## config.mk

```make
export PLATFORM = sky130hd
export DESIGN_NAME = calc_unit
export DESIGN_NICKNAME = d
export VERILOG_FILES = /design/src/rtl/calc_unit_pkg.sv /design/src/rtl/calc_unit_alu.sv /design/src/rtl/calc_unit.sv
export VERILOG_INCLUDE_DIRS = /design/src /design/src/rtl
export SDC_FILE = /design/constraint.sdc
export NUM_CORES = 1
export LEC_CHECK = 0
export CAP_MARGIN = 30
export CORE_MARGIN = 2
export CORE_UTILIZATION = 60
export CTS_BUF_LIST = sky130_fd_sc_hd__clkbuf_8 sky130_fd_sc_hd__clkbuf_16
export CTS_CLUSTER_SIZE = 8
export DETAILED_ROUTE_END_ITERATION = 10
export PLACE_DENSITY = 0.87
export SLEW_MARGIN = 20
export SYNTH_ARGS = -nofsm -noshare
export SYNTH_HDL_FRONTEND = slang
export SYNTH_HIERARCHICAL = 1
export SYNTH_SLANG_ARGS = --single-unit
```

## constraint.sdc

```tcl
create_clock -name clk_in -period 15.7 [get_ports clk_in]
set_input_delay 3.14 -clock clk_in [delete_from_list [all_inputs] [get_ports clk_in]]
set_output_delay 3.14 -clock clk_in [all_outputs]
set_load 0.01 [all_outputs]
```

## src/rtl/info.v

```verilog
// Shared instruction-type codes and tag widths for the out-of-order core.
// Included once by calc_unit_pkg; every other consumer reads the package.
`ifndef INFO_V
`define INFO_V

`define INST_TYPE_WIDTH 6
`define ROB_ID_WIDTH    4

`define INST_LUI    6'd1
`define INST_AUIPC  6'd2
`define INST_JAL    6'd3
`define INST_JALR   6'd4
`define INST_BEQ    6'd5
`define INST_BNE    6'd6
`define INST_LW     6'd7
`define INST_SW     6'd8
`define INST_ADD    6'd9
`define INST_SUB    6'd10
`define INST_SLL    6'd11
`define INST_SLT    6'd12
`define INST_SLTU   6'd13
`define INST_XOR    6'd14
`define INST_SRL    6'd15
`define INST_SRA    6'd16
`define INST_OR     6'd17
`define INST_AND    6'd18
`define INST_ADDI   6'd19
`define INST_SLTI   6'd20
`define INST_SLTIU  6'd21
`define INST_XORI   6'd22
`define INST_ORI    6'd23
`define INST_ANDI   6'd24
`define INST_SLLI   6'd25
`define INST_SRLI   6'd26
`define INST_SRAI   6'd27

`endif

```

## src/rtl/calc_unit_pkg.sv

```systemverilog
// Types, type codes and decode helpers for calc_unit, derived from info.v.
// Optional CALC_STATS_EN build adds an acknowledged-result counter to calc_unit.
`include "info.v"

package calc_unit_pkg;

  localparam int TYPE_W = `INST_TYPE_WIDTH;
  localparam int ROB_W  = `ROB_ID_WIDTH;

  typedef logic [TYPE_W-1:0] inst_type_t;
  typedef logic [ROB_W-1:0]  rob_id_t;

  localparam inst_type_t T_LUI   = `INST_LUI;
  localparam inst_type_t T_AUIPC = `INST_AUIPC;
  localparam inst_type_t T_BEQ   = `INST_BEQ;
  localparam inst_type_t T_ADD   = `INST_ADD;
  localparam inst_type_t T_SUB   = `INST_SUB;
  localparam inst_type_t T_SLL   = `INST_SLL;
  localparam inst_type_t T_SLT   = `INST_SLT;
  localparam inst_type_t T_SLTU  = `INST_SLTU;
  localparam inst_type_t T_XOR   = `INST_XOR;
  localparam inst_type_t T_SRL   = `INST_SRL;
  localparam inst_type_t T_SRA   = `INST_SRA;
  localparam inst_type_t T_OR    = `INST_OR;
  localparam inst_type_t T_AND   = `INST_AND;
  localparam inst_type_t T_ADDI  = `INST_ADDI;
  localparam inst_type_t T_SLTI  = `INST_SLTI;
  localparam inst_type_t T_SLTIU = `INST_SLTIU;
  localparam inst_type_t T_XORI  = `INST_XORI;
  localparam inst_type_t T_ORI   = `INST_ORI;
  localparam inst_type_t T_ANDI  = `INST_ANDI;
  localparam inst_type_t T_SLLI  = `INST_SLLI;
  localparam inst_type_t T_SRLI  = `INST_SRLI;
  localparam inst_type_t T_SRAI  = `INST_SRAI;

  // Operands latched in the E stage.
  typedef struct packed {
    inst_type_t  typ;
    logic [31:0] v1;
    logic [31:0] v2;
    logic [31:0] imm;
    logic [31:0] pc;
    rob_id_t     rob;
  } e_op_t;

  function automatic logic is_calc(input inst_type_t t);
    case (t)
      T_LUI, T_AUIPC, T_ADD, T_SUB, T_SLL, T_SLT, T_SLTU, T_XOR, T_SRL,
      T_SRA, T_OR, T_AND, T_ADDI, T_SLTI, T_SLTIU, T_XORI, T_ORI, T_ANDI,
      T_SLLI, T_SRLI, T_SRAI: return 1'b1;
      default:                return 1'b0;
    endcase
  endfunction

  function automatic logic uses_imm(input inst_type_t t);
    case (t)
      T_ADDI, T_SLTI, T_SLTIU, T_XORI, T_ORI, T_ANDI,
      T_SLLI, T_SRLI, T_SRAI: return 1'b1;
      default:                return 1'b0;
    endcase
  endfunction

endpackage

```

## src/rtl/calc_unit_alu.sv

```systemverilog
// calc_alu: combinational integer result for one calc-type op; zero latency.
// No state and no flow control; is_calc flags whether the type is handled here.
module calc_alu import calc_unit_pkg::*; (
  input  logic [TYPE_W-1:0] typ,
  input  logic [31:0]       v1,
  input  logic [31:0]       v2,
  input  logic [31:0]       imm,
  input  logic [31:0]       pc,
  output logic [31:0]       value,
  output logic              is_calc_o
);

  logic [31:0] op2;
  logic [4:0]  shamt;

  assign op2   = uses_imm(typ) ? imm : v2;
  assign shamt = op2[4:0];

  always_comb begin
    value     = '0;
    is_calc_o = is_calc(typ);
    case (typ)
      T_ADD, T_ADDI:   value = v1 + op2;
      T_SUB:           value = v1 - v2;
      T_AND, T_ANDI:   value = v1 & op2;
      T_OR,  T_ORI:    value = v1 | op2;
      T_XOR, T_XORI:   value = v1 ^ op2;
      T_SLT, T_SLTI:   value = {31'b0, $signed(v1) < $signed(op2)};
      T_SLTU, T_SLTIU: value = {31'b0, v1 < op2};
      T_SLL, T_SLLI:   value = v1 << shamt;
      T_SRL, T_SRLI:   value = v1 >> shamt;
      T_SRA, T_SRAI:   value = $signed(v1) >>> shamt;
      T_LUI:           value = imm;
      T_AUIPC:         value = pc + imm;
      default:         value = '0;
    endcase
  end

endmodule

```

## src/rtl/calc_unit.sv

```systemverilog
// calc_unit: two-stage (E, W) integer unit feeding the CDB; result 2 cycles after accept.
// Backpressure: W holds until out_ack, E fills behind it, then in_ready drops; CALC_STATS_EN adds stat_count.
module calc_unit import calc_unit_pkg::*; (
  input  logic              clk_in,
  input  logic              rst_n,
  input  logic              rdy_in,
  input  logic              clear_in,
  input  logic              in_valid,
  output logic              in_ready,
  input  logic [TYPE_W-1:0] in_type,
  input  logic [31:0]       in_v1,
  input  logic [31:0]       in_v2,
  input  logic [31:0]       in_imm,
  input  logic [31:0]       in_pc,
  input  logic [ROB_W-1:0]  in_rob,
  output logic              out_valid,
  output logic [31:0]       out_value,
  output logic [ROB_W-1:0]  out_rob,
  input  logic              out_ack,
  output logic              illegal_o
`ifdef CALC_STATS_EN
  ,
  output logic [31:0]       stat_count
`endif
);

  logic        e_vld;
  e_op_t       e_op;
  logic        w_vld;
  logic [31:0] w_val;
  rob_id_t     w_rob;
  logic        illegal_q;
  logic        e_adv;
  logic        accept;
  logic [31:0] alu_val;
  logic        alu_calc;

  assign e_adv    = e_vld && (!w_vld || out_ack);
  assign in_ready = rdy_in && (!e_vld || e_adv);
  assign accept   = in_valid && in_ready;

  // Non-calc ops are dropped at the door so they never occupy E or W.
  always_ff @(posedge clk_in or negedge rst_n) begin
    if (!rst_n) begin
      e_vld <= 1'b0;
      e_op  <= '0;
    end else if (rdy_in) begin
      if (clear_in) begin
        e_vld <= 1'b0;
      end else if (accept) begin
        e_vld <= is_calc(in_type);
        e_op  <= '{typ: in_type, v1: in_v1, v2: in_v2, imm: in_imm,
                   pc: in_pc, rob: in_rob};
      end else if (e_adv) begin
        e_vld <= 1'b0;
      end
    end
  end

  calc_alu u_alu (
    .typ       (e_op.typ),
    .v1        (e_op.v1),
    .v2        (e_op.v2),
    .imm       (e_op.imm),
    .pc        (e_op.pc),
    .value     (alu_val),
    .is_calc_o (alu_calc)
  );

  // An ack coinciding with an E advance reloads W rather than emptying it.
  always_ff @(posedge clk_in or negedge rst_n) begin
    if (!rst_n) begin
      w_vld <= 1'b0;
      w_val <= '0;
      w_rob <= '0;
    end else if (rdy_in) begin
      if (clear_in) begin
        w_vld <= 1'b0;
      end else if (e_adv) begin
        w_vld <= alu_calc;
        w_val <= alu_val;
        w_rob <= e_op.rob;
      end else if (out_ack) begin
        w_vld <= 1'b0;
      end
    end
  end

  always_ff @(posedge clk_in or negedge rst_n) begin
    if (!rst_n) begin
      illegal_q <= 1'b0;
    end else if (rdy_in) begin
      illegal_q <= accept && !clear_in && !is_calc(in_type);
    end
  end

  assign out_valid = w_vld;
  assign out_value = w_val;
  assign out_rob   = w_rob;
  assign illegal_o = illegal_q;

`ifdef CALC_STATS_EN
  // Counts results actually taken by the CDB; a flush does not rewind it.
  always_ff @(posedge clk_in or negedge rst_n) begin
    if (!rst_n) begin
      stat_count <= '0;
    end else if (rdy_in && w_vld && out_ack) begin
      stat_count <= stat_count + 32'd1;
    end
  end
`endif

endmodule

```

Yosys cells after proc, flatten, opt, wreduce, memory -nomap -nowiden
Memory sizes are Yosys's and may differ from the RTL's.
Cells that the tools add are included.
Widths: inputs -> output; s select.
Storage, ports and cells
  flip-flop bits (word level): 177
  bits in latches: 0
  bits in writable memories: 0
  bits in read-only memories: 128
  bits of input ports: 144
  output and inout bits: 39
  logic and storage cells: 87
  memories kept: 4
Operators by class
  $add $sub $neg: 3
  $mul: 0
  div/mod/pow operators: 0
  magnitude comparators: 2
  equality and inequality tests: 21
  shift-type cells: 3
  multiplexer cells: 13
  bitwise logic cells: 4
  reductions and logical operators: 26
Memory list
  (no name shown): words 32, width 1, read ports 1, clocked after memory_dff 0, wr ports 0, RTL line calc_unit_pkg.sv:47  | case (t)
  (no name shown): words 32, width 1, read ports 1, clocked after memory_dff 0, wr ports 0, RTL line calc_unit_pkg.sv:47
  (no name shown): words 32, width 1, read ports 1, clocked after memory_dff 0, wr ports 0, RTL line calc_unit_pkg.sv:47
  (no name shown): words 32, width 1, read ports 1, clocked after memory_dff 0, wr ports 0, RTL line calc_unit_pkg.sv:56  | case (t)
Operator list (number)
  $pmux 32 s12: 1
  $eq 6x5->1 const B: 12
  $add 32x32->32: 2
  $lt 32x32->1: 2
  $eq 6x4->1 const B: 7
  $and 32x32->32: 1
  $mux 32: 1
  $or 32x32->32: 1
  $shl 32x5->32: 1
  $shr 32x5->32: 1
  $sshr 32x5->32: 1
  $sub 32x32->32: 1
  $xor 32x32->32: 1
  $reduce_or 2->1: 9
  $mux 1: 11
  $eq 6x1->1 const B: 1
  $eq 6x2->1 const B: 1
  $reduce_and 3->1: 2
  $reduce_bool 3->1: 2
  $logic_and 1x1->1: 5
  $logic_not 1->1: 4
  $reduce_and 2->1: 2
  $logic_or 1x1->1: 2
  $not 1->1: 1

Depth between registers and ports, before layout
  depth after elaboration: 8
  mapped depth: 23
  mapped depth without buffers: 21

Modules after synthesis
The synthesis kept the hierarchy.
Modules (own cells, without submodules)
  calc_alu: instances 1, cells each 1719, area each 11568.6 µm², sequential area each 0.0 µm²
  calc_unit: instances 1, cells each 394, area each 7010.5 µm², sequential area each 4429.2 µm²

Worst setup path after synthesis
Ideal clock, no wire load.
  kind: input-to-output
  start point: in out_ack
  end point: out in_ready
  arrival time: 3538 ps
  data required time: 12560 ps
  slack: 9022 ps
  stages: 2
  path through: nand3b_1 > and2_1
Between the ends
  word-level cells in the longest chain between the ends: 4
Ends and longest elaborated chain
  start: declaration: RTL line calc_unit.sv:19  | input logic out_ack,
  $logic_or 1x1->1: RTL line calc_unit.sv:38  | assign e_adv = e_vld && (!w_vld || out_ack);
  $logic_and 1x1->1: RTL line calc_unit.sv:38
  $logic_or 1x1->1: RTL line calc_unit.sv:39  | assign in_ready = rdy_in && (!e_vld || e_adv);
  $logic_and 1x1->1: RTL line calc_unit.sv:39
  end: declaration: RTL line calc_unit.sv:9  | output logic in_ready,
Every way passes these cells.

Worst setup path in the final report
Same ends and word-level chain as after synthesis.

==> results.sh <==
export IMPL_root_buffer="clkbuf_16"
export IMPL_syn_area_mm2=0.0186
export IMPL_clock_sinks=177
export IMPL_startpoint_type="input pin"
export IMPL_pre_cts_ws_ns=8.06
export IMPL_h_tree_depth=4
export IMPL_num_rows=64
export IMPL_vias=19100
export IMPL_viasPerCell=7.24
export IMPL_final_cell_mix="ha_1 (190), clkdlybuf4s50_1 (181), dfrtp_1 (177)"
export IMPL_n_fill_cell=2269
export IMPL_start_util_pct=60.9
export IMPL_synth_edff_count=0
export IMPL_max_cap_viol_count=0
export IMPL_rsz0062_at_grt="no"
export IMPL_postPlaceCellArea_mm2=0.0206
export IMPL_synth_top_area_cell="dfrtp_1"
export IMPL_dr_pass1_iters=7
export IMPL_post_cts_resized=0
export IMPL_async_flop_share_pct=100
export IMPL_worst_setup_path_end_kind="primary output"
export IMPL_finalSetupViolations=0
export IMPL_dp_final_hpwl_mm=54.0
export IMPL_synthesis_nets=2449
export IMPL_drv_slew=0
export IMPL_syn_instance_count=2113
export IMPL_synth_area_leaders="dfrtp_1 (24%), ha_1 (13%), mux2_4 (6.5%)"
export IMPL_grt_pass1_vias=18300
export IMPL_synth_warnings=6
export IMPL_drtIter0Drc=3320
export IMPL_synth_top_area_share_pct=23.8
export IMPL_fin_crit_sh_pct=48.7
export IMPL_die_area_mm2=0.0324
export IMPL_cts_buffer_depth=2
export IMPL_post_route_min_period_ns=7.64
export IMPL_die_w_um=180
export IMPL_fin_skew_ns=0.0228
export IMPL_grt_ovfl_total=0
export IMPL_power_per_cell_area_mw_per_mm2=148
export IMPL_instances_no_fill=2636
export IMPL_cts_tree="yes"
export IMPL_antenna_found_initial=4
export IMPL_hold_path_class="reg2reg"
export IMPL_critPathMaxFanout=5
export IMPL_synth_cell_types=87
export IMPL_routed_wirelength_mm=75.6
export IMPL_clk_pin_slew_ns=0.08
export IMPL_hold_buffers=0
export IMPL_crit_type="in2out"
export IMPL_avgSynthCellArea_um2=8.79
export IMPL_regArea_mm2=0.00443
export IMPL_slew_headroom_pct=34.0
export IMPL_io_buffers=182
export IMPL_drive_gt1_share_pct=13.0
export IMPL_final_common_cell="ha_1"
export IMPL_gp_congestion=1.07
export IMPL_track_usage_pct=45.5
export IMPL_cp_arrival_ns=4.50
export IMPL_die_y_um=180
export IMPL_post_cts_setup_buffers=0
export IMPL_required_ns=12.56
export IMPL_ant_nets=0
export IMPL_ir_worst_vdd_v=0.000129
export IMPL_dp_cells=2598
export IMPL_area_growth_pct=14.5
export IMPL_design_area_mm2=0.0213
export IMPL_finalHoldViolCount=0
export IMPL_leakage_nw=9.24
export IMPL_wl_per_cell_um=28.7
export IMPL_power_mw=3.14
export IMPL_ys_ff_latch=177
export IMPL_multiInputGateArea_mm2=0.0132
export IMPL_seq_area_frac_synth_pct=23.8
export IMPL_worst_slack_ns=8.06
export IMPL_nets=2562
export IMPL_drc=0
export IMPL_clk_latency_ns=0.49
export IMPL_synth_flop_cell="dfrtp_1"
export IMPL_outcome="finished clean"
export IMPL_fin_setup_tns_ns=0
export IMPL_worst_slew_pin_slew_ns=0.966
export IMPL_numCtsBuffers=17
export IMPL_hold_slack_ns=0.496
export IMPL_fmax_mhz=131
export IMPL_grt_pass1_wl_mm=113
export IMPL_io_pin_count=183
export IMPL_core_area_mm2=0.0305
export IMPL_grt_max_degree=100
export IMPL_fin_util_pct=69.7
Yosys cell counts, drive strengths merged, types with 21 or more instances:
library cell and count:
buf 55, nand2 129, o21ai 155, dfrtp 177, a221oi 26, nor3 38, xnor2 42, a211oi 21
a22oi 25, ha 190, inv 95, mux2 183, xor2 21, nand3 123, a21oi 160, mux2i 72
clkbuf 69, a21o 29, nor2 124, o211ai 76
report_power, final:
part           leakage, nW  internal, mW  switching [mW]
Sequential            2.16         0.553           0.158
Combinational         6.79         0.759            1.21
Clock                0.291         0.231           0.225
Total                 9.24          1.54            1.60
final timing paths:
path	start	endpoint	slack, ns	cells after the start
setup reg to reg	e_op[70]	out_value[30]	8.22	19
min in group asynchronous	rst_n	e_op[8]	2.57	1
max in group asynchronous	rst_n	e_op[137]	12.04	2
hold reg to reg	out_value[5]	out_value[5]	0.50	1
hold / removal	out_value[5]	out_value[5]	0.50	1
setup / recovery	out_ack	in_ready	8.06	4
layout make-up:
type                       instances  share of cell area (%)
tap                              396                    2.33
multi-input combinational       1715                    62.2
sequential                       177                    20.8
clock inverter                    14                   0.788
antenna                            1                  0.0118
clock buffer                      18                    2.06
inverter                          97                    1.71
timing repair buffer             218                    10.1
cells by family after synthesis:
logic type               count (synthesis)  synth area share, %
flip-flops                             177                 23.8
AND/OR/NAND/NOR                        547                 14.5
AO/OA/AOI/OAI                          650                 23.0
buffers and inverters                  221                 5.15
multiplexers                           262                 17.5
XOR/XNOR                                64                 3.09
adder cells (fa/ha/maj)                192                 13.0
worst max-delay path, stage by stage:
cell,delay (ns)
clkdlybuf4s50_1,0.49
nand3b_1,0.19
and2_1,0.16
clkdlybuf4s50_1,0.53
state kept, by name (all words and copies together), names as in the netlist:
signal / count
e_op: 138
out_valid: 1
out_value: 32
e_vld: 1
illegal_o: 1
out_rob: 4
layer usage:
metal	up-vias	routed length (µm)	global-route usage, %
met4	8	4750	22.3
met1	9048	28200	58.3
met3	376	9990	14.6
li1	8124	-	-
met2	1518	32600	69.1
met5	-	50	0
No activity file was read; power rests on OpenSTA's default activity.
